## src/rtl/apb_chk_err_log.sv

```systemverilog
// Violation log: one-cycle pulses, sticky flags and a
// saturating count of cycles carrying any new violation.
module apb_chk_err_log #(
   parameter int NERR  = 8,
   parameter int CNT_W = 16
) (
   input  logic             clk,
   input  logic             rst_n,
   input  logic             clr,
   input  logic [NERR-1:0]  err,
   output logic [NERR-1:0]  sticky,
   output logic [NERR-1:0]  pulse,
   output logic [CNT_W-1:0] count
);

   logic any;
   assign any = |err;

   always_ff @(posedge clk) begin
      if (!rst_n) begin
         sticky <= '0;
         pulse  <= '0;
         count  <= '0;
      end else begin
         pulse <= err;
         if (clr) begin
            sticky <= err;
            count  <= any ? CNT_W'(1) : '0;
         end else begin
            sticky <= sticky | err;
            if (any && count != '1)
               count <= count + CNT_W'(1);
         end
      end
   end

endmodule

```

## config.mk

```make
export PLATFORM = sky130hd
export DESIGN_NAME = apb_chk_err_log
export DESIGN_NICKNAME = d
export VERILOG_FILES = /design/src/rtl/apb_chk_err_log.sv
export SDC_FILE = /design/constraint.sdc
export NUM_CORES = 1
export LEC_CHECK = 0
export BUFFER_PORTS_ARGS = -buffer_cell sky130_fd_sc_hd__buf_2
export CAP_MARGIN = 20
export CORE_AREA = 5 5 59 61
export CTS_CLUSTER_DIAMETER = 80
export DETAILED_ROUTE_END_ITERATION = 16
export DIE_AREA = 0 0 64 66
export HOLD_SLACK_MARGIN = 0.12
export MAX_ROUTING_LAYER = met4
export PLACE_DENSITY = 0.86
export SYNTH_ARGS = -nofsm -noshare
export SYNTH_HDL_FRONTEND = slang
export SYNTH_SLANG_ARGS = --single-unit
```

## constraint.sdc

```tcl
create_clock -name clk -period 2.25 [get_ports clk]
set_input_delay 0.225 -clock clk [delete_from_list [all_inputs] [get_ports clk]]
set_output_delay 0.225 -clock clk [all_outputs]
set_load 0.01 [all_outputs]
```

==> run summary <==
Outcome -> complete, no violations
Fin cells -> 214
Commonest cells in the netlist -> dfxtp_1, a21oi_1, or4_1
Clock Path Buffers -> 2
Top cells by area, synth -> dfxtp_1, or4_1, a21oi_1
Worst Tran Pin Value -> 0.6654 ns
Post-DR wirelength/cell -> 15.23 um
H-tree depth -> 2
PortBufs -> 42
Cell family with most CP delay -> simple AND/OR/NAND/NOR gates
CTS buffer count -> 5
Worst Hold Endpoint -> pulse[2]
Fin Setup TNS -> 0 ns
Share of cells above drive strength 1 -> 0.3260
Share of the synthesized area in the top cell type -> 0.4689
CP startpoint kind -> register
Critical-path cell list -> ha_1 > nand4_1 > nor4_4 > buf_4 > or4_1 > a21oi_1
Die ar. -> 4224 um^2
FP Rows -> 20
Initial antenna violation count -> 0
Vias in the first global route -> 1211
Synth area leader -> dfxtp_1
Leakage power -> 0.7073 nW
Max Clk Rate -> 0.5005 GHz
Max incr delay on CP -> 0.45 ns
Sw Pwr -> 0.2502 mW
Net Sw Frac -> 0.2449
Post-synth EDFFs -> 0
Share of total power in the clock network -> 0.335
WL met3 -> 333 um
Crit path time final -> 1.998 ns
GP Congestion -> 0.8184
Worst Path Required -> 2.45 ns
Slew headroom -> 0.5555
Fill cells -> 296
FF+latch count, synth -> 32
Tcrit/Tclk final -> 0.8879
Nets -> 192
Clock Tree Root -> clkbuf_4
Distinct cells, synth -> 39
Count leader, synth -> dfxtp_1
Post-route cell area -> 1632 um^2
Worst setup EP type -> register
Reg2reg setup slack -> 0.25 ns
Clk sinks -> 32
Critical Path AT -> 2.20 ns
CTS tree -> done
Core area -> 2928 um^2
Setup Skew -> 0.008547 ns
Dpl hpwl -> 2.440 mm
Fin. Hold Viols -> 0
Initial Utilization -> 0.4667
Finish-stage setup viols -> 0
Post-synthesis net count -> 149
Cell internal pwr -> 0.7715 mW
IO Pins -> 43
FF-to-FF path depth -> 6
Max-cap viol count -> 0
Largest net degree at the start of global routing -> 21
Buffers and inverters on the worst path -> 1
DR top layer -> met4
Hold path start -> err[2]
Final Max Tran Viols -> 0
Placed cell count -> 206
Post-CTS Setup Inserts -> 0
Clk slew on worst S/H paths -> 0.10 ns
Residual DRC -> 0
Final antenna diode count -> 0
Sequential Power Share -> 0.585
Die width -> 64 um
GRT Residual Overflow -> 0
TritonRoute pass-1 iters -> 4
Via-to-Cell Ratio -> 5.902
Cell Area, Synth -> 1366 um^2
Area Growth Syn to Fin -> 19.41%
Mapped Avg Cell Area -> 9.973 um^2
Comb pwr share -> 0.079
PwrDens -> 626.2 nW/um^2
Asr flop ratio synth -> 0
Routed Antenna Nets -> 0
Clk_lat worst skew -> 0.34 ns
First-pass GRT wire length -> 5.395 mm
CP max stage cell -> dfxtp_1
Dpl cell area -> 1570 um^2
Total Wirelength -> 3.259 mm
Min-Delay Path Class -> in2reg
RR Endpoint -> count[7]
All-Layer GR Usage -> 0.1655
Worst R2R Start -> count[0]
Predominant post-synthesis flop cell -> dfxtp_1
Die height -> 66 um
Routed met1 length -> 1.361 mm
Crit path max fanout -> 20
Unrepaired setup endpoints after global routing -> false
CTS-repair resized insts -> 0
Wire length on met2 -> 1.515 mm
Sequential fraction of the synthesis area -> 0.4689
Hold buffers post-CTS -> 0
WS Path Type -> reg2reg
Cells after Synth -> 137
First DRT Iteration DRCs -> 72
Vias -> 1263
Hold path depth -> 2
YS warnings -> 0
Peak supply drop -> 0.3383 mV
final cells by class:
type / count / area, um^2 / area share
Timing Repair Buffer: 43 / 217.7 / 0.1334
Clock buffer: 6 / 51.30 / 0.03144
Multi-Input combinational cell: 98 / 670.6 / 0.4110
Sequential cell: 32 / 640.6 / 0.3926
Tap cell: 33 / 41.29 / 0.02531
Clock inverter: 2 / 10.01 / 0.006135
metal layers:
metal,vias to the layer above,track usage
li1,619,-
met1,586,0.1820
met2,52,0.2714
met3,6,0.06293
met4,0,0.06234
met5,-,-
power by group through the flow:
stage	combinational, mW	clock (mW)	sequential [mW]
2_1_floorplan	0.0311	0	0.621
3_3_place_gp	0.0794	0	0.610
3_5_place_dp	0.0819	0	0.611
4_1_cts	0.0819	0.352	0.598
5_1_grt	0.0896	0.393	0.602
6_report	0.0811	0.343	0.598
worst max-delay path by stage:
| stage | cells past startpoint | slack, ns | startpoint | end |
|---|---|---|---|---|
| after floorplan | 5 | 0.50 | count[0] | count[10] |
| final | 6 | 0.25 | count[0] | count[7] |
| after global routing | 6 | 0.08 | count[0] | count[7] |
| after global placement | 6 | 0.46 | count[0] | count[6] |
| after detailed placement | 6 | 0.32 | count[0] | count[15] |
| after CTS | 6 | 0.29 | count[0] | count[15] |
per-stage QoR:
| step | setup WS (ns) | utilization | total power, mW | hold WS [ns] |
|---|---|---|---|---|
| final | 0.2522 | 0.5573 | 1.022 | 0.1565 |
| after floorplan | 0.4979 | - | 0.6522 | 0.3708 |
| after detailed placement | 0.3209 | 0.5363 | 0.6933 | 0.4340 |
| after global placement | 0.4579 | 0.5363 | 0.6889 | 0.4277 |
| after global routing | 0.08238 | 0.5573 | 1.084 | 0.1447 |
| after CTS | 0.2877 | 0.5573 | 1.032 | 0.1466 |
cells in the final DEF (no fill, tap or decap), types with 2 or more instances in the layout:
cell type and count:
clkbuf_4 5, a21oi_1 15, o21ai_0 3, or3_1 2
dfxtp_1 32, nor4_1 3, buf_2 42, clkinv_2 2
nand4_1 5, and4_1 2, a21o_1 8, nand3_1 2
and2_1 8, nand2_1 8, o31ai_1 10, or4_1 12
cell families (layout without fill, tap and decap cells):
group	count (synthesis)	after routing	share of synthesized area
buffers and inverters	7	51	0.04029
adders and majority gates	1	1	0.009156
AOI/OAI and AO/OA	44	44	0.2179
and+or+nand+nor	53	53	0.2638
DFF	32	32	0.4689
flip-flops by register name, indices dropped and copies added (netlist names):
signal,flops
sticky,8
pulse,8
count,16
(Power assumes the default switching activity.)
